--- src/rtl/pipe_pkg.sv ---
// Shared constants and FSM encoding for the five-stage pipeline controller.
package pipe_pkg;

   localparam int unsigned CntWidth = 32;

   typedef enum logic [1:0] {
      StIdle  = 2'd0,
      StRun   = 2'd1,
      StFlush = 2'd2
   } ctrl_state_e;

endpackage

--- src/rtl/pipe_stage_valid.sv ---
// Valid flag and allow_in handshake for one pipeline stage (ID, EXE, MEM or WB).
module pipe_stage_valid (
   input  logic clk,
   input  logic resetn,
   input  logic prev_done,
   input  logic over,
   input  logic next_allow_in,
   input  logic flush,
   output logic valid,
   output logic allow_in,
   output logic done
);

   logic valid_q, valid_d;

   // allow_in depends only on valid/over, never on flush, so cancel has no path to it.
   assign allow_in = ~valid_q | (over & next_allow_in);
   assign done     = valid_q & over;
   assign valid    = valid_q;

   always_comb begin
      valid_d = valid_q;
      if (flush) begin
         valid_d = 1'b0;
      end else if (allow_in) begin
         valid_d = prev_done;
      end
   end

   always_ff @(posedge clk or negedge resetn) begin
      if (!resetn) begin
         valid_q <= 1'b0;
      end else begin
         valid_q <= valid_d;
      end
   end

endmodule

--- src/rtl/pipe_ctrl.sv ---
// Five-stage pipeline controller: valid/allow_in chain, latch enables, flush FSM
// and stall/retire counters.
module pipe_ctrl
   import pipe_pkg::*;
(
   input  logic                clk,
   input  logic                resetn,
   input  logic                IF_over,
   input  logic                ID_over,
   input  logic                EXE_over,
   input  logic                MEM_over,
   input  logic                WB_over,
   input  logic                cancel,
   output logic                IF_valid,
   output logic                ID_valid,
   output logic                EXE_valid,
   output logic                MEM_valid,
   output logic                WB_valid,
   output logic                IF_ID_en,
   output logic                ID_EXE_en,
   output logic                EXE_MEM_en,
   output logic                MEM_WB_en,
   output logic [CntWidth-1:0] stall_cnt,
   output logic [CntWidth-1:0] retire_cnt,
   output logic [1:0]          ctrl_state
);

   ctrl_state_e state_q, state_d;
   logic [CntWidth-1:0] stall_cnt_q, stall_cnt_d;
   logic [CntWidth-1:0] retire_cnt_q, retire_cnt_d;

   logic cancel_eff;
   logic if_done, id_done, exe_done, mem_done, wb_done;
   logic id_allow_in, exe_allow_in, mem_allow_in, wb_allow_in;

   // A cancel arriving while already flushing is dropped.
   assign cancel_eff = cancel & (state_q != StFlush);
   assign IF_valid   = (state_q == StRun);
   assign if_done    = IF_valid & IF_over;

   pipe_stage_valid u_id (
      .clk           (clk),
      .resetn        (resetn),
      .prev_done     (if_done),
      .over          (ID_over),
      .next_allow_in (exe_allow_in),
      .flush         (cancel_eff),
      .valid         (ID_valid),
      .allow_in      (id_allow_in),
      .done          (id_done)
   );

   pipe_stage_valid u_exe (
      .clk           (clk),
      .resetn        (resetn),
      .prev_done     (id_done),
      .over          (EXE_over),
      .next_allow_in (mem_allow_in),
      .flush         (cancel_eff),
      .valid         (EXE_valid),
      .allow_in      (exe_allow_in),
      .done          (exe_done)
   );

   pipe_stage_valid u_mem (
      .clk           (clk),
      .resetn        (resetn),
      .prev_done     (exe_done),
      .over          (MEM_over),
      .next_allow_in (wb_allow_in),
      .flush         (cancel_eff),
      .valid         (MEM_valid),
      .allow_in      (mem_allow_in),
      .done          (mem_done)
   );

   // WB is never flushed so the cancelling instruction itself retires.
   pipe_stage_valid u_wb (
      .clk           (clk),
      .resetn        (resetn),
      .prev_done     (mem_done),
      .over          (WB_over),
      .next_allow_in (1'b1),
      .flush         (1'b0),
      .valid         (WB_valid),
      .allow_in      (wb_allow_in),
      .done          (wb_done)
   );

   assign IF_ID_en   = if_done  & id_allow_in  & ~cancel_eff;
   assign ID_EXE_en  = id_done  & exe_allow_in & ~cancel_eff;
   assign EXE_MEM_en = exe_done & mem_allow_in & ~cancel_eff;
   assign MEM_WB_en  = mem_done & wb_allow_in;

   always_comb begin
      state_d = state_q;
      unique case (state_q)
         StIdle:  state_d = StRun;
         StRun:   if (cancel) state_d = StFlush;
         StFlush: state_d = StRun;
         default: state_d = StIdle;
      endcase
   end

   always_comb begin
      stall_cnt_d  = stall_cnt_q;
      retire_cnt_d = retire_cnt_q;
      if (ID_valid && !ID_over && !cancel_eff && (stall_cnt_q != '1)) begin
         stall_cnt_d = stall_cnt_q + 1'b1;
      end
      if (wb_done) begin
         retire_cnt_d = retire_cnt_q + 1'b1;
      end
   end

   always_ff @(posedge clk or negedge resetn) begin
      if (!resetn) begin
         state_q      <= StIdle;
         stall_cnt_q  <= '0;
         retire_cnt_q <= '0;
      end else begin
         state_q      <= state_d;
         stall_cnt_q  <= stall_cnt_d;
         retire_cnt_q <= retire_cnt_d;
      end
   end

   assign stall_cnt  = stall_cnt_q;
   assign retire_cnt = retire_cnt_q;
   assign ctrl_state = state_q;

endmodule

--- config.mk ---
export PLATFORM = sky130hd
export DESIGN_NAME = pipe_ctrl
export DESIGN_NICKNAME = d
export VERILOG_FILES = /design/src/rtl/pipe_pkg.sv /design/src/rtl/pipe_stage_valid.sv /design/src/rtl/pipe_ctrl.sv
export SDC_FILE = /design/constraint.sdc
export NUM_CORES = 1
export LEC_CHECK = 0
export CORE_ASPECT_RATIO = 1.2
export CORE_MARGIN = 2
export CORE_UTILIZATION = 49
export CTS_CLUSTER_DIAMETER = 50
export CTS_CLUSTER_SIZE = 20
export DETAILED_ROUTE_END_ITERATION = 6
export PLACE_DENSITY_LB_ADDON = 0.15
export SLEW_MARGIN = 25
export SYNTH_ARGS = -nofsm -noshare
export SYNTH_HDL_FRONTEND = slang
export SYNTH_SLANG_ARGS = --single-unit
--- constraint.sdc ---
create_clock -name clk -period 2.1 [get_ports clk]
set_input_delay 0.42 -clock clk [delete_from_list [all_inputs] [get_ports clk]]
set_output_delay 0.42 -clock clk [all_outputs]
set_load 0.01 [all_outputs]
==> results of run 1 <==
==> per-stage QoR <==
step	setup WS [ns]	area (um^2)	std cells	total power [uW]
2_1_floorplan	0.157	3190	281	1570
3_3_place_gp	-0.622	4350	476	1760
3_5_place_dp	-0.676	4350	476	1770
4_1_cts	0.00270	4590	493	2960
5_1_grt	0.00113	4650	497	3080
6_report	0.101	4650	497	2950
==> cell type report <==
class,count,area (um^2)
well taps,85,106
multi-input cells,208,1470
fillers,448,1720
repair buffers,116,1080
flip-flops and latches,70,1760
clock inverters,6,85.1
inverters,2,7.51
clock buffers,10,138
==> metal layers <==
layer	vias to the layer above	wire, um
met5	-	0
met2	68	3600
met3	11	334
met1	1274	3030
li1	1254	-
met4	0	100
==> timing repair <==
item,in CTS,in global routing
endpoints found under the setup margin,4,8
setup buffers,1,4
gates resized for setup,20,13
pin swaps,5,6
==> cells in the mapped netlist (3+ instances only) <==
master and count:
nor3_1 3, and3_1 17, and4_1 4, nor2_1 11, dfrtp_1 70, and2_1 7
xnor2_1 46, a21oi_1 4, nand3_1 21, nand2_1 23, nand4_1 24, nor4_1 3
xor2_1 15, o21ai_0 3
==> worst min path at each step <==
stage,slack [ns],cells past startpoint,end,start
after floorplan,0.12,0,ctrl_state[0],resetn
after global placement,0.41,1,retire_cnt[11],resetn
after detailed placement,0.41,1,retire_cnt[11],resetn
after CTS,0.03,1,retire_cnt[10],resetn
after global routing,0.05,1,retire_cnt[10],resetn
final,0.03,1,retire_cnt[10],resetn
==> report_power, final <==
group,total [uW],switching (uW),internal [uW]
Sequential,1450,63.5,1390
Clock,1200,507,697
Combinational,291,126,165
==> kinds of logic (layout without fill, tap and decap cells) <==
logic type,count (synthesis),after routing
AND/OR/NAND/NOR,127,127
flip-flops,70,70
XOR/XNOR,61,61
AO/OA/AOI/OAI,16,16
buffers and inverters,3,134
adder cells (fa/ha/maj),2,2
multiplexers,2,2
==> state kept, by name, indices dropped and copies added, names as in the netlist <==
name,flops
ctrl_state,2
u_mem.valid,1
u_wb.valid,1
stall_cnt,32
retire_cnt,32
u_id.valid,1
u_exe.valid,1
==> impl_metrics.env, run 1 <==
export IMPL_rsz0062_at_grt="no"
export IMPL_layout_nets=417
export IMPL_critPathCapture="IF_valid"
export IMPL_finalHoldWorstSlack_ns=0.0294
export IMPL_grt_pass1_wl_mm=12.0
export IMPL_wl_per_cell_um=14.2
export IMPL_slew_headroom=0.685
export IMPL_synth_top_family_by_area="simple AND/OR/NAND/NOR gates"
export IMPL_final_hold_viol_count=0
export IMPL_cts_root_buf="clkbuf_8"
export IMPL_drc_errors=0
export IMPL_synth_xor_area_frac=0.167
export IMPL_grt_met3_usage=0.0604
export IMPL_rows=32
export IMPL_grt_util_met1=0.256
export IMPL_crit_family="buffers and inverters"
export IMPL_die_area_um2=7180
export IMPL_powerDensity_nw_per_um2=634
export IMPL_crit_path_top_delay_cell="clkdlybuf4s50_1"
export IMPL_leakagePower_uw=0.00208
export IMPL_track_usage=0.210
export IMPL_numCtsBuffers=9
export IMPL_synth_cell_types=37
export IMPL_drtAntennaViolNets=0
export IMPL_cp_arrival_ns=1.58
export IMPL_r2r_slack_ns=0.16
export IMPL_area_growth_pct=45.6
export IMPL_cts_tree="built"
export IMPL_clock_path_buffers=2
export IMPL_yosysTopAreaCellShare=0.549
export IMPL_synth_mux_area_frac=0.00705
export IMPL_synth_enable_flop_cells=0
export IMPL_drt_first_pass_iters=4
export IMPL_min_period_ns=2.00
export IMPL_startpoint_type="flip-flop"
export IMPL_synthArstFlopShare=1.00
export IMPL_synth_fp_nets=291
export IMPL_finalWirelength_mm=7.06
export IMPL_grt_pass1_vias=2584
export IMPL_r2r_start="stall_cnt[4]"
export IMPL_port_buffers=82
export IMPL_critical_path_class="reg2out"
export IMPL_worstSetupStartpoint="ctrl_state[0]"
export IMPL_max_stage_delay_ns=0.53
export IMPL_cts_sinks=70
export IMPL_start_util=0.502
export IMPL_viasPerCell=5.25
export IMPL_r2r_end="stall_cnt[20]"
export IMPL_htree_levels=3
export IMPL_worst_path_stages=3
export IMPL_synth_compound_area_frac=0.0353
export IMPL_chipWidth_um=77.7
export IMPL_core_area_um2=6370
export IMPL_required_ns=1.68
export IMPL_ir_worst_vdd_v=0.000465
export IMPL_path_buf_inv=2
export IMPL_utilization=0.730
export IMPL_detailed_place_hpwl_mm=5.12
export IMPL_cp_cell_sequence="nor2b_1 -> buf_4 -> clkdlybuf4s50_1"
export IMPL_netlist_top_cells_area="dfrtp_1, xnor2_1, nand4_1"
export IMPL_synth_seq_cells=70
export IMPL_status="complete, no violations"
export IMPL_n_antenna_cell=0
export IMPL_hold_class="in2async"
export IMPL_slew_viol_final=0
export IMPL_yosys_warnings=0
export IMPL_setup_tns_ns=0
export IMPL_gr_usage_met2=0.353
export IMPL_synth_cell_area_um2=3190
export IMPL_synth_area_per_cell_um2=11.4
export IMPL_io_pins=83
export IMPL_synth_cells=281
export IMPL_ys_flop_type="dfrtp_1"
export IMPL_clock_skew_ns=0.00870
export IMPL_final_common_cell="clkdlybuf4s50_1"
export IMPL_yosysTopAreaCell="dfrtp_1"
export IMPL_die_y_um=92.4
export IMPL_grt_max_degree=36
export IMPL_ys_seq_area_frac=0.549
export IMPL_cp_max_fo=4
export IMPL_maxCapViolCount=0
export IMPL_fmax_mhz=500
export IMPL_drive_above_1_share=0.182
export IMPL_antenna_found_initial=0
export IMPL_synthSimpleGateAreaFrac=0.230
export IMPL_overflow=0
export IMPL_routed_via_count=2607
export IMPL_tightest_slew_ns=0.472
export IMPL_place_congestion=0.865
export IMPL_fin_crit_sh=0.952
export IMPL_mostFrequentLayoutCells="clkdlybuf4s50_1, dfrtp_1, xnor2_1, buf_4, nand4_1"
export IMPL_worstSetupEndpointType="output port"
export IMPL_cts_hold_buf=0
export IMPL_yosys_area_share_adder=0.00784
export IMPL_grt_busiest_layer="met2"
export IMPL_clock_latency_ns=0.34
export IMPL_clkTransAtPathRegs_ns=0.08
export IMPL_finalSetupViolations=0
export IMPL_r2r_cells=6
export IMPL_drt_iter0_markers=118
No activity file was read; power rests on OpenSTA's default activity.
==> run 2, diff against run 1 <==
- CORE_UTILIZATION: 49 -> 44
- PLACE_DENSITY: unset -> 0.87
- PLACE_DENSITY_LB_ADDON: 0.15 -> unset
- clock period: 2.1 -> 1.7 ns (I/O delays scaled with it)
==> run 2 against run 1 <==
The flow now finishes with violations (negative hold slack, negative setup slack). First-iteration DRC count up 5.1%. Count of clock-buffer cells in the layout is 2 higher. Non-clock buffer count up 63. Cell count rose by 14%. Via count rose by 16%. Worst hold slack worse by 0.039 ns. Largest power group unchanged.
==> impl_metrics.env, run 2 (synthesis results as in run 1) <==
export IMPL_start_util=0.447
export IMPL_cts_tree="built"
export IMPL_cts_root_buf="clkbuf_8"
export IMPL_slew_viol_final=0
export IMPL_clkTransAtPathRegs_ns=0.08
export IMPL_fin_ws_ns=-0.249
export IMPL_final_common_cell="buf_4"
export IMPL_leakagePower_uw=0.00300
export IMPL_rsz0062_at_grt="yes"
export IMPL_cp_max_fo=2
export IMPL_r2r_cells=6
export IMPL_fin_crit_sh=1.15
export IMPL_io_pins=83
export IMPL_mostFrequentLayoutCells="buf_4, dfrtp_1, xnor2_1, dlygate4sd2_1, nand4_1"
export IMPL_placed_cell_area_um2=4680
export IMPL_slew_headroom=0.556
export IMPL_final_hold_viol_count=5
export IMPL_die_area_um2=7960
export IMPL_grt_max_degree=71
export IMPL_drc_errors=0
export IMPL_grt_pass1_wl_mm=14.5
export IMPL_wl_per_cell_um=17.2
export IMPL_startpoint_type="input pin"
export IMPL_clock_path_buffers=2
export IMPL_setup_tns_ns=-3.68
export IMPL_grt_met3_usage=0.0613
export IMPL_grt_busiest_layer="met2"
export IMPL_grt_pass1_vias=3012
export IMPL_core_area_um2=7150
export IMPL_drtAntennaViolNets=0
export IMPL_routed_via_count=3037
export IMPL_drt_iter0_markers=124
export IMPL_htree_levels=3
export IMPL_n_antenna_cell=0
export IMPL_hold_class="in2async"
export IMPL_viasPerCell=5.38
export IMPL_finalHoldWorstSlack_ns=-0.00933
export IMPL_min_period_ns=1.95
export IMPL_violations="negative hold slack, negative setup slack"
export IMPL_drive_above_1_share=0.383
export IMPL_port_buffers=82
export IMPL_critical_path_class="in2out"
export IMPL_ir_worst_vdd_v=0.000525
export IMPL_final_area_um2=5380
export IMPL_antenna_found_initial=0
export IMPL_clock_latency_ns=0.35
export IMPL_chipWidth_um=81.8
export IMPL_drt_first_pass_iters=4
export IMPL_layout_nets=480
export IMPL_die_y_um=97.3
export IMPL_overflow=0
export IMPL_cp_arrival_ns=1.61
export IMPL_gr_usage_met2=0.398
export IMPL_grt_util_met1=0.290
export IMPL_fmax_mhz=513
export IMPL_numCtsBuffers=9
export IMPL_finalWirelength_mm=9.70
export IMPL_rows=34
export IMPL_place_congestion=0.844
export IMPL_maxCapViolCount=0
export IMPL_area_growth_pct=68.6
export IMPL_cts_sinks=70
export IMPL_powerDensity_nw_per_um2=667
export IMPL_finalSetupViolations=29
export IMPL_clock_skew_ns=0.0112
export IMPL_required_ns=1.36
export IMPL_status="complete, but fails checks"
export IMPL_detailed_place_hpwl_mm=5.89
export IMPL_tightest_slew_ns=0.664
export IMPL_worstSetupEndpointType="output port"
export IMPL_track_usage=0.234
==> run 2: cell types whose count changed in the layout (fill, tap and decap cells not counted), sizes merged <==
| cell | before | now |
|---|---|---|
| bufinv | 2 | 1 |
| dlygate4sd2 | 2 | 36 |
| clkinvlp | 2 | 1 |
| clkbuf | 11 | 12 |
| clkdlybuf4s15 | 0 | 1 |
| clkdlybuf4s50 | 75 | 23 |
| dlymetal6s2s | 1 | 16 |
| buf | 37 | 103 |
==> run 2: final timing paths <==
kind	slack, ns	endpoint	startpoint
setup / recovery	-0.25	IF_ID_en	MEM_over
hold / removal	-0.009	stall_cnt[14]	resetn
setup reg to reg	-0.25	stall_cnt[20]	stall_cnt[4]
hold reg to reg	0.48	retire_cnt[31]	retire_cnt[31]
max in group asynchronous	1.35	retire_cnt[18]	resetn
min in group clk	0.36	u_exe.valid	ID_over
==> run 2: final cells by class <==
cell class | instances | area [um^2]
well taps | 90 | 113
repair buffers | 179 | 1560
inverters | 2 | 7.51
fillers | 467 | 1760
flip-flops and latches | 70 | 1760
clock inverters | 4 | 47.5
multi-input cells | 208 | 1760
clock buffers | 12 | 135
==> run 2: timing repair <==
item / CTS / global route
setup buffers: 12 / 14
pin swaps: 24 / 32
hold buffers: 0 / 0
cloned: 0 / 1
endpoints found under the setup margin: 73 / 69
resized for setup: 89 / 59
==> run 2: per-stage QoR <==
| step | setup slack [ns] | cells | utilization | power [uW] |
|---|---|---|---|---|
| 5_1_grt | -0.355 | 565 | 0.753 | 3730 |
| 3_3_place_gp | -0.739 | 523 | 0.654 | 2220 |
| 2_1_floorplan | -0.206 | 281 | - | 1930 |
| 3_5_place_dp | -0.875 | 523 | 0.654 | 2240 |
| 4_1_cts | -0.232 | 550 | 0.706 | 3540 |
| 6_report | -0.249 | 565 | 0.753 | 3590 |
==> run 2: layer usage <==
layer / up-vias / wire (um) / share of wire
li1: 1381 / - / -
met1: 1532 / 3820 / 0.39
met2: 101 / 5230 / 0.54
met3: 23 / 450 / 0.046
met4: 0 / 203 / 0.021
met5: - / 0 / 0
==> run 2: where the power goes <==
| group | leakage (uW) | internal (uW) | switching [uW] | total, uW |
|---|---|---|---|---|
| clock network | 0.0000904 | 676 | 641 | 1320 |
| registers | 0.000957 | 1720 | 46.3 | 1760 |
| logic | 0.00195 | 269 | 241 | 510 |
| total | 0.00300 | 2660 | 929 | 3590 |
==> run 2: worst max-delay path, stage by stage <==
cell and delay (ns):
clkdlybuf4s50_1 0.49, inv_2 0.05, o21ai_2 0.17, a21boi_2 0.09
o21ai_2 0.15, and4b_1 0.19, buf_2 0.12
